## src/rtl/ddr3_pkg.sv

```systemverilog
// Shared DDR3 definitions: command codes, controller states, timing constants and the
// ns-to-cycles conversion.
package ddr3_pkg;

    // {RAS#, CAS#, WE#}
    typedef enum logic [2:0] {
        DDR3_MODE = 3'b000,
        DDR3_REFR = 3'b001,
        DDR3_PREC = 3'b010,
        DDR3_ACTV = 3'b011,
        DDR3_WRIT = 3'b100,
        DDR3_READ = 3'b101,
        DDR3_ZQCL = 3'b110,
        DDR3_NOOP = 3'b111
    } ddr3_cmd_e;

    typedef enum logic [1:0] {ST_INIT, ST_IDLE, ST_WAIT} ddl_state_e;

    localparam int unsigned DDR3_CL        = 6;
    localparam int unsigned DDR3_CWL       = 6;
    localparam int unsigned DDR3_BL        = 8;
    localparam int unsigned DDR3_TCCD      = 4;
    localparam int unsigned DDR3_TMRD      = 4;
    localparam int unsigned DDR3_TZQCL     = 512;
    localparam logic [3:0]  DDR3_REF_MAXPD = 4'd8;

    // ceil(ns / tCK) with tCK = 1000/freq_mhz, never less than one cycle
    function automatic int unsigned cycles(input int unsigned ns, input int unsigned freq_mhz);
        int unsigned c;
        c = (ns * freq_mhz + 999) / 1000;
        return (c == 0) ? 1 : c;
    endfunction

endpackage

```

## src/rtl/ddr3_ref_timer.sv

```systemverilog
// Refresh interval counter with a saturating count of postponed refreshes.
module ddr3_ref_timer
    import ddr3_pkg::*;
#(
    parameter int unsigned INTERVAL = 780
) (
    input  logic clock,
    input  logic reset,
    input  logic ref_done_i,
    output logic ref_req_o
);

    localparam int unsigned CW   = (INTERVAL > 1) ? $clog2(INTERVAL) : 1;
    localparam logic [CW-1:0] LAST = CW'(INTERVAL - 1);

    logic [CW-1:0] cnt_q;
    logic [3:0]    pend_q;
    logic          tick;

    assign tick      = (cnt_q == LAST);
    assign ref_req_o = (pend_q != 4'd0);

    always_ff @(posedge clock or posedge reset) begin
        if (reset) begin
            cnt_q  <= '0;
            pend_q <= 4'd0;
        end else begin
            cnt_q <= tick ? '0 : cnt_q + 1'b1;
            // A tick and a completed refresh in the same cycle cancel out
            if (tick && !ref_done_i && pend_q != DDR3_REF_MAXPD) begin
                pend_q <= pend_q + 4'd1;
            end else if (ref_done_i && !tick && pend_q != 4'd0) begin
                pend_q <= pend_q - 4'd1;
            end
        end
    end

endmodule

```

## src/rtl/ddr3_ddl_cmd.sv

```systemverilog
// DDL command acceptor: registers one command per handshake onto the DFI pins and withholds
// ready for the command's timing gap. Optional tFAW check under DDR3_TFAW_EN.
module ddr3_ddl_cmd
    import ddr3_pkg::*;
#(
    parameter int unsigned DDR_FREQ_MHZ = 100,
    parameter int unsigned TREFI        = 7800,
    parameter int unsigned TRFC         = 110,
    parameter int unsigned TRCD         = 14,
    parameter int unsigned TRP          = 14,
    parameter int unsigned TWR          = 15,
    parameter int unsigned TFAW         = 40,
    parameter int unsigned ROWS         = 13
) (
    input  logic            clock,
    input  logic            reset,
    input  logic            ddl_req_i,
    output logic            ddl_rdy_o,
    output logic            ddl_ref_o,
    input  logic [2:0]      ddl_cmd_i,
    input  logic [2:0]      ddl_ba_i,
    input  logic [ROWS-1:0] ddl_adr_i,
    output logic            dfi_cs_no,
    output logic            dfi_ras_no,
    output logic            dfi_cas_no,
    output logic            dfi_we_no,
    output logic [2:0]      dfi_ba_o,
    output logic [ROWS-1:0] dfi_adr_o
);

    localparam int unsigned RSB    = ROWS - 1;
    localparam int unsigned WAIT_W = 10;

    localparam logic [WAIT_W-1:0] LD_ACTV = WAIT_W'(cycles(TRCD, DDR_FREQ_MHZ) - 1);
    localparam logic [WAIT_W-1:0] LD_PREC = WAIT_W'(cycles(TRP, DDR_FREQ_MHZ) - 1);
    localparam logic [WAIT_W-1:0] LD_REFR = WAIT_W'(cycles(TRFC, DDR_FREQ_MHZ) - 1);
    localparam logic [WAIT_W-1:0] LD_READ = WAIT_W'(DDR3_TCCD - 1);
    localparam logic [WAIT_W-1:0] LD_WRIT =
        WAIT_W'(DDR3_CWL + DDR3_BL / 2 + cycles(TWR, DDR_FREQ_MHZ) - 1);
    localparam logic [WAIT_W-1:0] LD_MODE = WAIT_W'(DDR3_TMRD - 1);
    localparam logic [WAIT_W-1:0] LD_ZQCL = WAIT_W'(DDR3_TZQCL - 1);

    ddl_state_e        state_q;
    logic              rdy_q;
    logic [WAIT_W-1:0] wait_q;
    logic [WAIT_W-1:0] ld;
    logic              accept;
    logic              faw_block;

    assign ddl_rdy_o = rdy_q & ~faw_block;
    assign accept    = ddl_req_i & ddl_rdy_o;

    always_comb begin
        ld = '0;
        case (ddl_cmd_i)
            DDR3_ACTV: ld = LD_ACTV;
            DDR3_PREC: ld = LD_PREC;
            DDR3_REFR: ld = LD_REFR;
            DDR3_READ: ld = LD_READ;
            DDR3_WRIT: ld = LD_WRIT;
            DDR3_MODE: ld = LD_MODE;
            DDR3_ZQCL: ld = LD_ZQCL;
            default:   ld = '0;
        endcase
    end

    always_ff @(posedge clock or posedge reset) begin
        if (reset) begin
            state_q    <= ST_INIT;
            rdy_q      <= 1'b0;
            wait_q     <= '0;
            dfi_cs_no  <= 1'b1;
            dfi_ras_no <= 1'b1;
            dfi_cas_no <= 1'b1;
            dfi_we_no  <= 1'b1;
            dfi_ba_o   <= 3'd0;
            dfi_adr_o  <= '0;
        end else begin
            {dfi_cs_no, dfi_ras_no, dfi_cas_no, dfi_we_no} <= 4'hf;
            if (accept && ddl_cmd_i != DDR3_NOOP) begin
                {dfi_cs_no, dfi_ras_no, dfi_cas_no, dfi_we_no} <= {1'b0, ddl_cmd_i};
                dfi_ba_o  <= ddl_ba_i;
                dfi_adr_o <= ddl_adr_i[RSB:0];
            end
            case (state_q)
                ST_INIT: begin
                    state_q <= ST_IDLE;
                    rdy_q   <= 1'b1;
                end
                ST_IDLE: begin
                    if (accept && ld != '0) begin
                        state_q <= ST_WAIT;
                        rdy_q   <= 1'b0;
                        wait_q  <= ld;
                    end
                end
                ST_WAIT: begin
                    // Ready stays low for exactly the loaded number of cycles
                    wait_q <= wait_q - 1'b1;
                    if (wait_q <= 1) begin
                        state_q <= ST_IDLE;
                        rdy_q   <= 1'b1;
                    end
                end
                default: begin
                    state_q <= ST_INIT;
                    rdy_q   <= 1'b0;
                end
            endcase
        end
    end

`ifdef DDR3_TFAW_EN
    localparam int unsigned FAW_W = 8;
    localparam logic [FAW_W-1:0] FAW_LD = FAW_W'(cycles(TFAW, DDR_FREQ_MHZ) - 1);

    // Each entry holds the cycles left in the window of one recent ACTIVATE; [3] is the oldest
    logic [3:0][FAW_W-1:0] faw_q;

    assign faw_block = (ddl_cmd_i == DDR3_ACTV) && (faw_q[3] != '0);

    always_ff @(posedge clock or posedge reset) begin
        if (reset) begin
            faw_q <= '0;
        end else if (accept && ddl_cmd_i == DDR3_ACTV) begin
            faw_q[0] <= FAW_LD;
            for (int i = 1; i < 4; i++) begin
                faw_q[i] <= (faw_q[i-1] != '0) ? faw_q[i-1] - 1'b1 : '0;
            end
        end else begin
            for (int i = 0; i < 4; i++) begin
                faw_q[i] <= (faw_q[i] != '0) ? faw_q[i] - 1'b1 : '0;
            end
        end
    end
`else
    assign faw_block = 1'b0;
`endif

    ddr3_ref_timer #(
        .INTERVAL(cycles(TREFI, DDR_FREQ_MHZ))
    ) u_ref_timer (
        .clock     (clock),
        .reset     (reset),
        .ref_done_i(accept && ddl_cmd_i == DDR3_REFR),
        .ref_req_o (ddl_ref_o)
    );

endmodule

```

## config.mk

```make
export PLATFORM = sky130hd
export DESIGN_NAME = ddr3_ddl_cmd
export DESIGN_NICKNAME = d
export VERILOG_FILES = /design/src/rtl/ddr3_pkg.sv /design/src/rtl/ddr3_ref_timer.sv /design/src/rtl/ddr3_ddl_cmd.sv
export SDC_FILE = /design/constraint.sdc
export NUM_CORES = 1
export LEC_CHECK = 0
export ABC_AREA = 1
export BUFFER_PORTS_ARGS = -buffer_cell sky130_fd_sc_hd__buf_4
export CORE_UTILIZATION = 45
export DETAILED_ROUTE_END_ITERATION = 7
export PLACE_DENSITY = 0.74
export SLEW_MARGIN = 20
export SYNTH_ARGS = -nofsm -noshare
export SYNTH_HDL_FRONTEND = slang
export SYNTH_SLANG_ARGS = --single-unit
```

## constraint.sdc

```tcl
create_clock -name clock -period 2 [get_ports clock]
set_input_delay 0.5 -clock clock [delete_from_list [all_inputs] [get_ports clock]]
set_output_delay 0.5 -clock clock [all_outputs]
set_load 0.05 [all_outputs]
```

==> flow_summary.json, run 1 <==
{
  "fin_cells": 412,
  "power_mw": 1.84,
  "gr-usage-met3_pct": 4.89,
  "power_frac_comb_pct": 3.7,
  "power.switching_uw": 358,
  "start_util_pct": 47.1,
  "ys.warnings.count": 0,
  "antenna_left": 0,
  "hpwl_mm": 3.49,
  "status": "complete, no violations",
  "clockRootBuffer": "clkbuf_8",
  "power_frac_seq_pct": 51.6,
  "place_congestion": 0.802,
  "use_met2_pct": 32.8,
  "yosysSeqAreaShare_pct": 48.5,
  "clock-sinks": 47,
  "path_class": "register to register",
  "grt_busiest_layer": "met2",
  "wl_per_cell_um": 11.9,
  "coreArea_um2": 5170,
  "cp.required_ns": 2.20,
  "via_per_inst": 4.81,
  "wirelength_mm": 4.89,
  "whs_ns": 0.217,
  "area_delta_synth_final_pct": 25.8,
  "drv_cap": 0,
  "min_period_ns": 1.92,
  "timing.rr.end": "u_ref_timer.pend_q[2]$_DFFE_PP0P_",
  "dr_total_vias": 1983,
  "grt_pass1_wl_mm": 8.27,
  "worst_slew_pin_slew_ns": 0.691,
  "crit_fanout": 3,
  "utilization_pct": 59.2,
  "ff2ff_path_depth": 11,
  "startpoint": "u_ref_timer.cnt_q[1]$_DFF_PP0_",
  "grt_max_degree": 31,
  "htree_num_levels": 2,
  "synth_seq_cells": 47,
  "fin_skew_ns": 0.00419,
  "seqCellArea_um2": 1180,
  "path_clk_slew_ns": 0.09,
  "finalMaxSlewViolations": 0,
  "cts_tree": "yes",
  "hold_class": "input pin to asynchronous set/reset pin",
  "overflow": 0,
  "die_h_um": 75.6,
  "switching_share_pct": 19.5,
  "clockBufferDepth": 2,
  "synth_area_per_cell_um2": 8.51,
  "antenna_found_initial": 0,
  "dp_cells": 400,
  "n_fill_cell": 458,
  "dieArea_um2": 5710,
  "cts-buffers-inserted": 5,
  "io_pins": 44,
  "syn_area_um2": 2430,
  "finalHoldViolations": 0,
  "p_clk_share_pct": 44.7,
  "fmax_mhz": 520,
  "drcViolationCount": 0,
  "clkLatencyLatePin_ns": 0.30,
  "relSlewSlack_pct": 53.7,
  "arrival_ns": 2.12,
  "rsz0062_at_grt": "yes",
  "layout_common_cells": "nand2_1 (87), buf_4 (50), dfrtp_1 (43), inv_1 (26), nor2_1 (24)",
  "timing.rr.start": "u_ref_timer.cnt_q[1]$_DFF_PP0_",
  "first_global_vias": 1798,
  "multi_input_area_um2": 1130,
  "synth_cells": 286,
  "power_density_nw_per_um2": 601,
  "final_nets": 369,
  "drt_pass1_iterations": 4,
  "grt_use_met1_pct": 24.7,
  "end_kind": "register",
  "tns_ns": 0,
  "row_count": 26,
  "setup_viol": 0,
  "synthDistinctLibCells": 33,
  "endpoint": "u_ref_timer.pend_q[2]$_DFFE_PP0P_",
  "start_kind": "register",
  "drive_gt1_share_pct": 30.4,
  "dieWidth_um": 75.6,
  "grt_usage_pct": 19.5,
  "final_common_cell": "nand2_1",
  "antenna_cells": 0,
  "synth_nets": 314,
  "io_buffers": 43,
  "ir_drop_uv": 444,
  "post-route-period-util_pct": 96.1,
  "p_leak_nw": 1.55,
  "drtIter0Drc": 97,
  "intPower_mw": 1.48,
  "rrSetupSlack_ns": 0.08
}
power by group through the flow:
stage                     Combinational (mW)  Sequential, mW  Clock (mW)
after global routing                  0.0759           0.950       0.893
after floorplan                       0.0217           0.968           0
after detailed placement              0.0700           0.968           0
after global placement                0.0686           0.968           0
final                                 0.0678           0.950       0.822
after CTS                             0.0701           0.950       0.848
cells by family (layout without fill, tap and decap cells):
family | Yosys count | after routing | synth area share [%]
xor gates and xnor gates | 6 | 6 | 2.16
and+or+nand+nor | 164 | 164 | 32.5
adders and majority gates | 6 | 6 | 3.39
buffers and inverters | 35 | 91 | 6.58
AOI/OAI and AO/OA | 28 | 28 | 6.83
DFF | 47 | 47 | 48.5
through the flow:
stage	area (um2)	setup WS [ns]
2_1_floorplan	2430	0.0926
3_3_place_gp	2860	0.0760
3_5_place_dp	2860	0.00351
4_1_cts	3000	0.0278
5_1_grt	3060	-0.0327
6_report	3060	0.0781
state kept, by name (all words and copies together) (netlist names):
name	flops
dfi_ba_o	3
u_ref_timer.pend_q	4
state_q	2
wait_q	10
dfi_cs_no	1
dfi_ras_no	1
ddl_rdy_o	1
u_ref_timer.cnt_q	10
dfi_we_no	1
dfi_cas_no	1
dfi_adr_o	13
cell type report:
type	count	area share, %
repair buffers	51	12.9
multi-input cells	204	37.0
clock buffers	5	2.25
clock inverters	3	2.21
inverters	32	4.25
well taps	70	2.86
flip-flops and latches	47	38.6
worst min path at each step:
stage                                end                      from
2_1_floorplan      wait_q[9]$_DFFE_PP0P_     wait_q[9]$_DFFE_PP0P_
3_3_place_gp       wait_q[9]$_DFFE_PP0P_     wait_q[9]$_DFFE_PP0P_
3_5_place_dp    dfi_adr_o[4]$_DFFE_PP0P_  dfi_adr_o[4]$_DFFE_PP0P_
4_1_cts          dfi_ba_o[0]$_DFFE_PP0P_                     reset
5_1_grt        dfi_adr_o[10]$_DFFE_PP0P_                     reset
6_report       dfi_adr_o[11]$_DFFE_PP0P_                     reset
per-layer routing:
metal	part of all wire, %	vias to the layer above	routed length [um]
li1	-	1018	-
met3	3.6	2	178
met1	46	928	2250
met5	0	-	0
met4	0.55	0	27
met2	50	35	2440
Yosys cell counts:
cell type,count,area (um2)
inv_6,1,8.76
o21ai_0,6,30.0
nand2_8,1,20.0
nand3_4,1,17.5
clkinv_4,1,8.76
o21ai_1,3,15.0
xor2_1,5,43.8
inv_1,28,105
nand3_2,4,40.0
buf_12,1,20.0
a21oi_2,2,17.5
o21bai_1,1,7.51
nand4_1,2,12.5
dfstp_2,4,105
o211ai_1,1,7.51
buf_2,2,10.0
nand2_2,4,25.0
a21oi_1,11,55.1
xnor2_1,1,8.76
nor2_4,1,11.3
nor2_8,1,20.0
inv_2,2,7.51
ha_1,5,62.6
a21o_1,1,7.51
nand2_4,4,45.0
nand3_1,21,105
nand2_1,89,334
o21ai_2,3,26.3
dfrtp_1,43,1080
nor2_1,24,90.1
fa_1,1,20.0
nor2_2,9,56.3
nor3_1,3,15.0
critical path, cell delays in order, from the launching register on:
cell and delay, ns:
dfrtp_1 0.38, ha_2 0.21, inv_2 0.05, nor2_4 0.14, nand3_4 0.10, nor2_8 0.13
nand2_4 0.07, buf_4 0.14, fa_2 0.34, xor2_1 0.15, nand2_1 0.08, o21ai_2 0.05
what timing repair did:
| item | CTS | global route |
|---|---|---|
| pin swaps | 0 | 10 |
| resized for setup | 0 | 9 |
| buffers inserted | 1 | 3 |
| gates cloned | 0 | 0 |
| hold buffers | 0 | 0 |
| setup endpoints to repair | 1 | 1 |
No activity file was read; power rests on OpenSTA's default activity.
==> run 2: changes to the inputs <==
--- a/config.mk
+++ b/config.mk
@@ -7,10 +7,12 @@
 export LEC_CHECK = 0
 export ABC_AREA = 1
 export BUFFER_PORTS_ARGS = -buffer_cell sky130_fd_sc_hd__buf_4
+export CORE_MARGIN = 2
 export CORE_UTILIZATION = 45
 export DETAILED_ROUTE_END_ITERATION = 7
 export PLACE_DENSITY = 0.74
 export SLEW_MARGIN = 20
 export SYNTH_ARGS = -nofsm -noshare
 export SYNTH_HDL_FRONTEND = slang
+export SYNTH_HIERARCHICAL = 1
 export SYNTH_SLANG_ARGS = --single-unit
==> run 2 against run 1 <==
Effect of this change: synthesized cell count up 5.9%; utilization increased by 1.2 points; cell area up 2.0%; non-clock buffer count is 12 higher; clock-buffer cell count unchanged; die area rose by 5.2%; worst hold slack improved by 0.047 ns; maximum frequency shrank 1.2%; wire length is 7.2% higher; sequential share of layout area is 1.5 points lower; clock skew is 0.00052 ns higher; largest cell class unchanged.
==> flow_summary.json, run 2 <==
{
  "fmax_mhz": 514,
  "worst_slew_pin_slew_ns": 0.567,
  "switching_share_pct": 20.9,
  "clockBufferDepth": 2,
  "arrival_ns": 2.17,
  "first_global_vias": 2035,
  "overflow": 0,
  "synthXorXnorAreaFrac_pct": 2.11,
  "synthDistinctLibCells": 36,
  "intPower_mw": 1.34,
  "ir_drop_uv": 283,
  "dp_slack_ns": -0.0982,
  "drcViolationCount": 0,
  "cp.required_ns": 2.23,
  "yosys.area_share.adder_pct": 3.40,
  "n_fill_cell": 436,
  "antenna_cells": 0,
  "antenna_left": 0,
  "power_frac_seq_pct": 55.1,
  "synth_top_area_cell": "dfrtp_1",
  "htree_num_levels": 2,
  "start_kind": "register",
  "synth_top_family_by_area": "simple AND/OR/NAND/NOR gates",
  "netlist_top_cells_count": "nand2_1 (104), dfrtp_1 (42), nor2_1 (35)",
  "top_register": "dfi_adr_o",
  "drt_pass1_iterations": 4,
  "crit_fanout": 4,
  "hold_class": "input pin to asynchronous set/reset pin",
  "io_pins": 44,
  "multi_input_area_um2": 1140,
  "synth_area_leaders": "dfrtp_1 (43%), nand2_1 (16%), nor2_1 (5.4%)",
  "largest_register_ffs": 13,
  "whs_ns": 0.264,
  "timing.rr.start": "u_ref_timer/cnt_q[1]$_DFF_PP0_",
  "coreArea_um2": 5170,
  "antenna_found_initial": 0,
  "power.switching_uw": 353,
  "cts-buffers-inserted": 5,
  "rrSetupSlack_ns": 0.05,
  "yosysSeqAreaShare_pct": 47.6,
  "yosys.area_share.simple_pct": 34.4,
  "place_congestion": 0.918,
  "area_delta_synth_final_pct": 28.5,
  "hold_buffers": 0,
  "synth_area_per_cell_um2": 8.02,
  "finalMaxSlewViolations": 0,
  "yosys.area.top_type_share_pct": 43.2,
  "ys.warnings.count": 6,
  "dieArea_um2": 6010,
  "final_common_cell": "nand2_1",
  "yosysMostFrequentCell": "nand2_1",
  "synth_edf_count": 0,
  "die_h_um": 77.5,
  "end_kind": "register",
  "hpwl_mm": 3.88,
  "clkLatencyLatePin_ns": 0.30,
  "drv_cap": 0,
  "cts_tree": "yes",
  "dr_total_vias": 2134,
  "finalHoldViolations": 0,
  "timing.rr.end": "u_ref_timer/pend_q[2]$_DFFE_PP0P_",
  "clockRootBuffer": "clkbuf_8",
  "power_frac_comb_pct": 4.4,
  "power_density_nw_per_um2": 540,
  "synth_nets": 331,
  "grt_usage_pct": 18.8,
  "wl_per_cell_um": 11.9,
  "synth_flop_cell": "dfrtp_1",
  "path_clk_slew_ns": 0.08,
  "status": "complete, no violations",
  "synth_compound_area_share_pct": 5.04,
  "synth_seq_cells": 46,
  "grt_pass1_wl_mm": 9.00,
  "ff2ff_path_depth": 10,
  "seqCellArea_um2": 1160,
  "io_buffers": 43,
  "final_nets": 398,
  "clock-sinks": 46,
  "reg_top3": "dfi_adr_o (13), u_ref_timer/cnt_q (10), wait_q (10)",
  "grt_max_degree": 33,
  "relSlewSlack_pct": 62.2,
  "wirelength_mm": 5.24,
  "muxShareOfSynthArea_pct": 0,
  "synth_cells": 303,
  "drive_gt1_share_pct": 29.6,
  "drtIter0Drc": 135,
  "dieWidth_um": 77.5,
  "post-route-period-util_pct": 97.3,
  "p_clk_share_pct": 40.6,
  "power_mw": 1.69,
  "via_per_inst": 4.84,
  "synthArstFlopShare_pct": 100,
  "row_count": 26,
  "min_period_ns": 1.95,
  "layout_common_cells": "nand2_1 (102), buf_4 (63), dfrtp_1 (41), inv_1 (33), nor2_1 (32)",
  "fin_skew_ns": 0.00471,
  "path_class": "register to register",
  "p_leak_nw": 1.66,
  "setup_slack_ns": 0.0547,
  "syn_area_um2": 2430,
  "start_util_pct": 47.0,
  "setup_viol": 0
}
## run 2: cell types whose count changed after synthesis, sizes merged, moves of 2 or more
cell	before	now
a21oi	13	8
inv	31	39
nand2	98	111
nand3b	0	3
nor2	35	37
o21ai	12	6
or2	0	2
xor2	5	3
## run 2: how the worst max path moves through the flow
stage	depth (start not counted)	to	slack [ns]	from
6_report	10	u_ref_timer/pend_q[2]$_DFFE_PP0P_	0.05	u_ref_timer/cnt_q[1]$_DFF_PP0_
5_1_grt	15	u_ref_timer/pend_q[3]$_DFFE_PP0P_	-0.04	u_ref_timer/cnt_q[1]$_DFF_PP0_
4_1_cts	16	u_ref_timer/pend_q[3]$_DFFE_PP0P_	0.009	u_ref_timer/cnt_q[1]$_DFF_PP0_
3_5_place_dp	16	u_ref_timer/pend_q[3]$_DFFE_PP0P_	-0.1	ddl_cmd_i[2]
3_3_place_gp	16	u_ref_timer/pend_q[3]$_DFFE_PP0P_	-0.05	ddl_cmd_i[2]
2_1_floorplan	16	u_ref_timer/pend_q[3]$_DFFE_PP0P_	0.03	u_ref_timer/cnt_q[0]$_DFF_PP0_
## run 2: power by group through the flow
stage	Sequential, mW	Clock (mW)	Combinational [mW]
4_1_cts	0.930	0.701	0.0757
5_1_grt	0.930	0.733	0.0824
2_1_floorplan	0.948	0	0.0213
3_3_place_gp	0.948	0	0.0745
6_report	0.930	0.685	0.0739
3_5_place_dp	0.948	0	0.0753
## run 2: cell families (layout without fill, tap and decap cells)
kind of cell               after synthesis  in the layout
xor gates and xnor gates                 5              5
adders and majority gates                6              6
AOI/OAI and AO/OA                       20             20
and+or+nand+nor                        183            183
buffers and inverters                   43            111
DFF                                     46             46
## run 2: stage by stage
stage / cell area [um2] / instances / setup TNS, ns / utilization (%)
after detailed placement: 2940 / 430 / -0.0982 / 56.8
after CTS: 3050 / 438 / 0 / 59.0
after floorplan: 2430 / 303 / 0 / -
after global placement: 2940 / 430 / -0.0503 / 56.8
after global routing: 3120 / 441 / -0.0734 / 60.4
final: 3120 / 441 / 0 / 60.4
## run 2: worst max-delay path, cell delays in order (launching register included)
cell     delay [ns]
dfrtp_1        0.38
ha_2           0.20
nand2_2        0.07
nor2_4         0.12
inv_2          0.05
nor2_4         0.13
nand2_4        0.08
buf_4          0.16
fa_1           0.40
xnor2_2        0.15
a21oi_2        0.14
## run 2: cell type report
cell class	instances	share of cell area (%)
sequential	46	37.0
multi-input combinational	214	36.6
timing repair buffer	63	15.1
inverter	40	4.89
tap	70	2.80
clock buffer	5	2.20
clock inverter	3	1.28
## run 2: metal layers
metal  share of wire (%)  track usage, %  vias up
met5                   0               0        -
met4                 1.0            5.36        0
met3                 5.0            3.72        7
met2                  50            31.8       61
met1                  44            24.4     1001
li1                    -               -     1065
## run 2: what timing repair did
item                       in CTS  in global routing
setup endpoints to repair       0                  2
resized for setup               0                 11
buffers inserted                0                  3
